<file path="src/rtl/inc_pulse_gen.sv">
// Push-button conditioner: 2-flop synchronizer, debouncer and press/auto-repeat FSM
// turning a raw bouncing button into single-cycle inc strobes.
module inc_pulse_gen #(
    parameter int DB_CYCLES     = 4,
    parameter int HOLD_CYCLES   = 16,
    parameter int REPEAT_CYCLES = 8,
    parameter bit REPEAT_EN     = 1'b1
) (
    input  logic       clk,
    input  logic       rst,
    input  logic       btn_in,
    input  logic       enable,
    output logic       inc,
    output logic       btn_state,
    output logic [1:0] fsm_state
);

    localparam int DB_W    = $clog2(DB_CYCLES + 1);
    localparam int TMR_MAX = (HOLD_CYCLES > REPEAT_CYCLES) ? HOLD_CYCLES : REPEAT_CYCLES;
    localparam int TMR_W   = $clog2(TMR_MAX + 1);

    localparam logic [DB_W-1:0]  DB_LAST   = DB_W'(DB_CYCLES - 1);
    localparam logic [TMR_W-1:0] HOLD_LAST = TMR_W'(HOLD_CYCLES - 1);
    localparam logic [TMR_W-1:0] REP_LAST  = TMR_W'(REPEAT_CYCLES - 1);

    typedef enum logic [1:0] {
        IDLE   = 2'd0,
        PRESS  = 2'd1,
        REPEAT = 2'd2
    } state_t;

    logic             sync_meta;
    logic             sync_q;
    logic [DB_W-1:0]  db_cnt;
    logic             btn_state_d;
    logic             rise;
    state_t           state;
    state_t           state_nxt;
    logic [TMR_W-1:0] timer;
    logic [TMR_W-1:0] timer_nxt;
    logic             inc_nxt;
    logic             hold_done;
    logic             rep_done;

    // NOTE: non-blocking so each flop captures the pre-edge value; blocking would collapse the chain.
    always_ff @(posedge clk or negedge rst) begin
        if (!rst) begin
            sync_meta <= 1'b0;
            sync_q    <= 1'b0;
        end else begin
            sync_meta <= btn_in;
            sync_q    <= sync_meta;
        end
    end

    always_ff @(posedge clk or negedge rst) begin
        if (!rst) begin
            db_cnt      <= '0;
            btn_state   <= 1'b0;
            btn_state_d <= 1'b0;
        end else begin
            btn_state_d <= btn_state;
            if (sync_q != btn_state) begin
                if (db_cnt == DB_LAST) begin
                    btn_state <= sync_q;
                    db_cnt    <= '0;
                end else begin
                    db_cnt <= db_cnt + DB_W'(1);
                end
            end else begin
                db_cnt <= '0;
            end
        end
    end

    assign rise      = btn_state & ~btn_state_d;
    assign hold_done = (timer == HOLD_LAST);
    assign rep_done  = (timer == REP_LAST);

    always_ff @(posedge clk or negedge rst) begin
        if (!rst) begin
            state <= IDLE;
            timer <= '0;
            inc   <= 1'b0;
        end else begin
            state <= state_nxt;
            timer <= timer_nxt;
            inc   <= inc_nxt;
        end
    end

    always_comb begin
        state_nxt = state;
        if (!enable) begin
            state_nxt = IDLE;
        end else begin
            case (state)
                IDLE:    if (rise) state_nxt = PRESS;
                PRESS: begin
                    if (!btn_state)                  state_nxt = IDLE;
                    else if (hold_done && REPEAT_EN) state_nxt = REPEAT;
                end
                REPEAT:  if (!btn_state) state_nxt = IDLE;
                default: state_nxt = IDLE;
            endcase
        end
    end

    // NOTE: defaults first so every path assigns both outputs and no latch is inferred.
    always_comb begin
        inc_nxt   = 1'b0;
        timer_nxt = '0;
        if (enable) begin
            case (state)
                IDLE: inc_nxt = rise;
                PRESS: begin
                    if (btn_state) begin
                        if (hold_done) begin
                            // Without auto-repeat the timer parks at its last value.
                            inc_nxt   = REPEAT_EN;
                            timer_nxt = REPEAT_EN ? '0 : timer;
                        end else begin
                            timer_nxt = timer + TMR_W'(1);
                        end
                    end
                end
                REPEAT: begin
                    if (btn_state) begin
                        if (rep_done) inc_nxt = 1'b1;
                        else          timer_nxt = timer + TMR_W'(1);
                    end
                end
                default: ;
            endcase
        end
    end

    assign fsm_state = state;

endmodule

</file>
<file path="config.mk">
export PLATFORM = sky130hd
export DESIGN_NAME = inc_pulse_gen
export DESIGN_NICKNAME = d
export VERILOG_FILES = /design/src/rtl/inc_pulse_gen.sv
export SDC_FILE = /design/constraint.sdc
export NUM_CORES = 1
export LEC_CHECK = 0
export BUFFER_PORTS_ARGS = -buffer_cell sky130_fd_sc_hd__buf_4
export CORE_AREA = 2 2 45 47
export DETAILED_ROUTE_END_ITERATION = 16
export DIE_AREA = 0 0 47 49
export HOLD_SLACK_MARGIN = 0.02
export PLACE_DENSITY = 0.58
export SETUP_SLACK_MARGIN = 0.1
export SYNTH_ARGS = -nofsm -noshare
export SYNTH_HDL_FRONTEND = slang
export SYNTH_SLANG_ARGS = --single-unit
</file>
<file path="constraint.sdc">
create_clock -name clk -period 1.95 [get_ports clk]
set_input_delay 0.195 -clock clk [delete_from_list [all_inputs] [get_ports clk]]
set_output_delay 0.195 -clock clk [all_outputs]
set_load 0.005 [all_outputs]
</file>
==> metrics.csv <==
metric,value,unit
die_x,47,um
slew_violations,0,
relSlewSlack,77.9,%
vdd_drop_max,513,uV
clock-sinks,15,
fillers,182,
cts_setup_buffers,0,
yosysUniqueCellTypes,24,
cts_max_path_buffers,2,
cts_tree,done,
avgSynthCellArea,11.7,um2
synth_edf_count,0,
maxCapViolations,0,
grt_util_met1,19.1,%
diodes,0,
yosysSeqAreaShare,49.5,%
fin_nets,91,
busiest_layer,met1,
ys_ff_latch,15,
globalplace.congestion,0.724,
area_growth,18.2,%
ios,8,
synth.net_count,78,
finalClockSkew,0.00146,ns
drt_iter0_markers,0,
drc,0,
numCtsBuffers,3,
synth_cells,65,
design.core.area,1840,um2
antenna_found_initial,0,
setup_viol,0,
synth-main-ff-cell,dfrtp_1,
power_density,997,nW/um2
worst_slew_pin_slew,0.331,ns
rr_worst_depth,8,
worst_skew_pair.late_latency,0.27,ns
route.vias.total,471,
required,2.15,ns
num_rows,16,
grt-ovfl-total,0,
firstDrtPassIters,1,
wl_per_cell,11.2,um
fin_crit_sh,84.5,%
slowest_stage,dfrtp_1,
startpoint_type,flip-flop,
crit_arrival,1.85,ns
fmax,607,MHz
grt_max_degree,16,
critPathCaptureType,flip-flop,
dieArea,2300,um2
hold_viol,0,
ant_nets,0,
grt_pass1_wl,2170,um
grt_usage,12.9,%
dpl-instance-area,840,um2
worstSetupPathType,flip-flop to flip-flop,
status,"complete, no violations",
die_y,49,um
p_leak,0.410,nW
yosys_warnings,0,
grt_pass1_vias,503,
netlist_area,758,um2
path_cells,ha_2 -> nand3_1 -> inv_1 -> ha_1 -> nor2b_1 -> o21ai_1 -> a21boi_4 -> mux2i_1,
period_needed,1.65,ns
io_buffers,7,
htreeDepth,1,
rsz0062_at_grt,false,
async_reset_ff_share,100,%
cts.clk_slew.worst_paths,0.08,ns
use_met2,18.3,%
holdPathStages,3,
crit_path_max_incr_delay,0.38,ns
cts_root_buf,clkbuf_4,
final_cell_area,896,um2
drt-total-wl,1170,um
cp_max_fo,3,
gr-usage-met3,2.22,%
start_util,41.2,%
via_per_inst,4.53,
drive_gt1_share,22.1,%
min_path_type,input pin to flip-flop,
setup_tns,0,ns
[report_power, final]
part           internal (W)  leakage (nW)  total, W  switching [W]
Clock             0.0000792        0.0150  0.000169      0.0000901
Sequential         0.000366         0.197  0.000425      0.0000585
Combinational      0.000162         0.197  0.000299       0.000137
[Yosys cell counts (all sizes together), types with 2 or more instances]
master   n  area [um2]
dfrtp   15         375
ha       9         113
nand2    6        25.0
inv      5        18.8
nand3    3        15.0
nor2     3        11.3
nor2b    3        18.8
mux2i    2        20.0
nand2b   2        12.5
nor3     2        10.0
nor3b    2        15.0
xnor2    2        17.5
[layer usage]
layer,vias to the layer above,share of wire (%)
li1,241,-
met1,224,48
met2,4,48
met3,2,2.7
met4,0,1.1
met5,-,0
[worst max-delay path: cells and delay by family (launching register included)]
kind	cells	cell delay, ns
buffers and inverters	1	0.07
adder cells (fa/ha/maj)	2	0.37
AO/OA/AOI/OAI	2	0.41
AND/OR/NAND/NOR	2	0.17
multiplexers	1	0.19
flip-flops	1	0.38
[flip-flops by register name, summed over array words and instances, names as in the netlist]
name         cells
inc              1
fsm_state        2
db_cnt           3
sync_q           1
timer            5
btn_state        1
sync_meta        1
btn_state_d      1
[logic make-up (layout without fill, tap and decap cells)]
kind of cell,Yosys count,count (layout),share of synthesized area [%]
AO/OA/AOI/OAI,8,8,10.7
XOR/XNOR,3,3,3.47
adder cells (fa/ha/maj),9,9,14.9
buffers and inverters,6,18,3.13
flip-flops,15,15,49.5
multiplexers,3,3,4.13
AND/OR/NAND/NOR,21,21,14.2
[final cells by class]
cell class / instances / area [um2] / share of cell area (%)
Sequential cell: 15 / 375 / 41.9
Multi-Input combinational cell: 44 / 369 / 41.2
Timing Repair Buffer: 9 / 72.6 / 8.10
Tap cell: 27 / 33.8 / 3.77
Clock buffer: 4 / 26.3 / 2.93
Inverter: 5 / 18.8 / 2.09
[worst paths after layout]
kind / slack, ns / start / end
min: 0.21 / enable / fsm_state[0]$_DFFE_PN0P_
min reg2reg: 0.35 / sync_meta$_DFF_PN0_ / sync_q$_DFF_PN0_
max in group asynchronous: 1.47 / rst / timer[4]$_DFF_PN0_
max reg2reg: 0.30 / timer[0]$_DFF_PN0_ / fsm_state[1]$_DFFE_PN0P_
max: 0.30 / timer[0]$_DFF_PN0_ / fsm_state[1]$_DFFE_PN0P_
min in group asynchronous: 0.31 / rst / timer[3]$_DFF_PN0_
[metrics by stage]
step	util (%)	setup WS [ns]	total power, W	hold WS, ns	std cells
finish	48.6	0.301	0.000893	0.209	104
global route	48.6	0.138	0.000968	0.210	104
CTS	48.1	0.240	0.000896	0.200	104
detailed placement	45.6	0.257	0.000714	0.0611	98
global placement	45.6	0.259	0.000713	0.0574	98
floorplan	-	0.380	0.000624	-0.101	65
[cell usage in the layout (no fill, tap or decap), drive strengths merged]
cell type	netlist	routed
nand3	3	3
clkbuf	0	4
a21boi	1	1
o21ai	1	1
o31a	1	1
o31ai	1	1
nand2	6	6
dfrtp	15	15
nor2	3	3
a211oi	1	1
ha	9	9
nor2b	3	3
buf	1	7
inv	5	5
nand2b	2	2
dlygate4sd3	0	2
xnor2	2	2
nor3	2	2
xor2	1	1
a2bb2oi	1	1
mux2i	2	2
o211ai	1	1
o2111ai	1	1
mux2	1	1
nor3b	2	2
[what timing repair did]
action,in CTS,in global routing
hold buffers,2,0
endpoints found under the setup margin,0,2
hold endpoints to repair,16,0
resized for setup,0,2
Note: power is estimated with default switching activity, not from simulation.
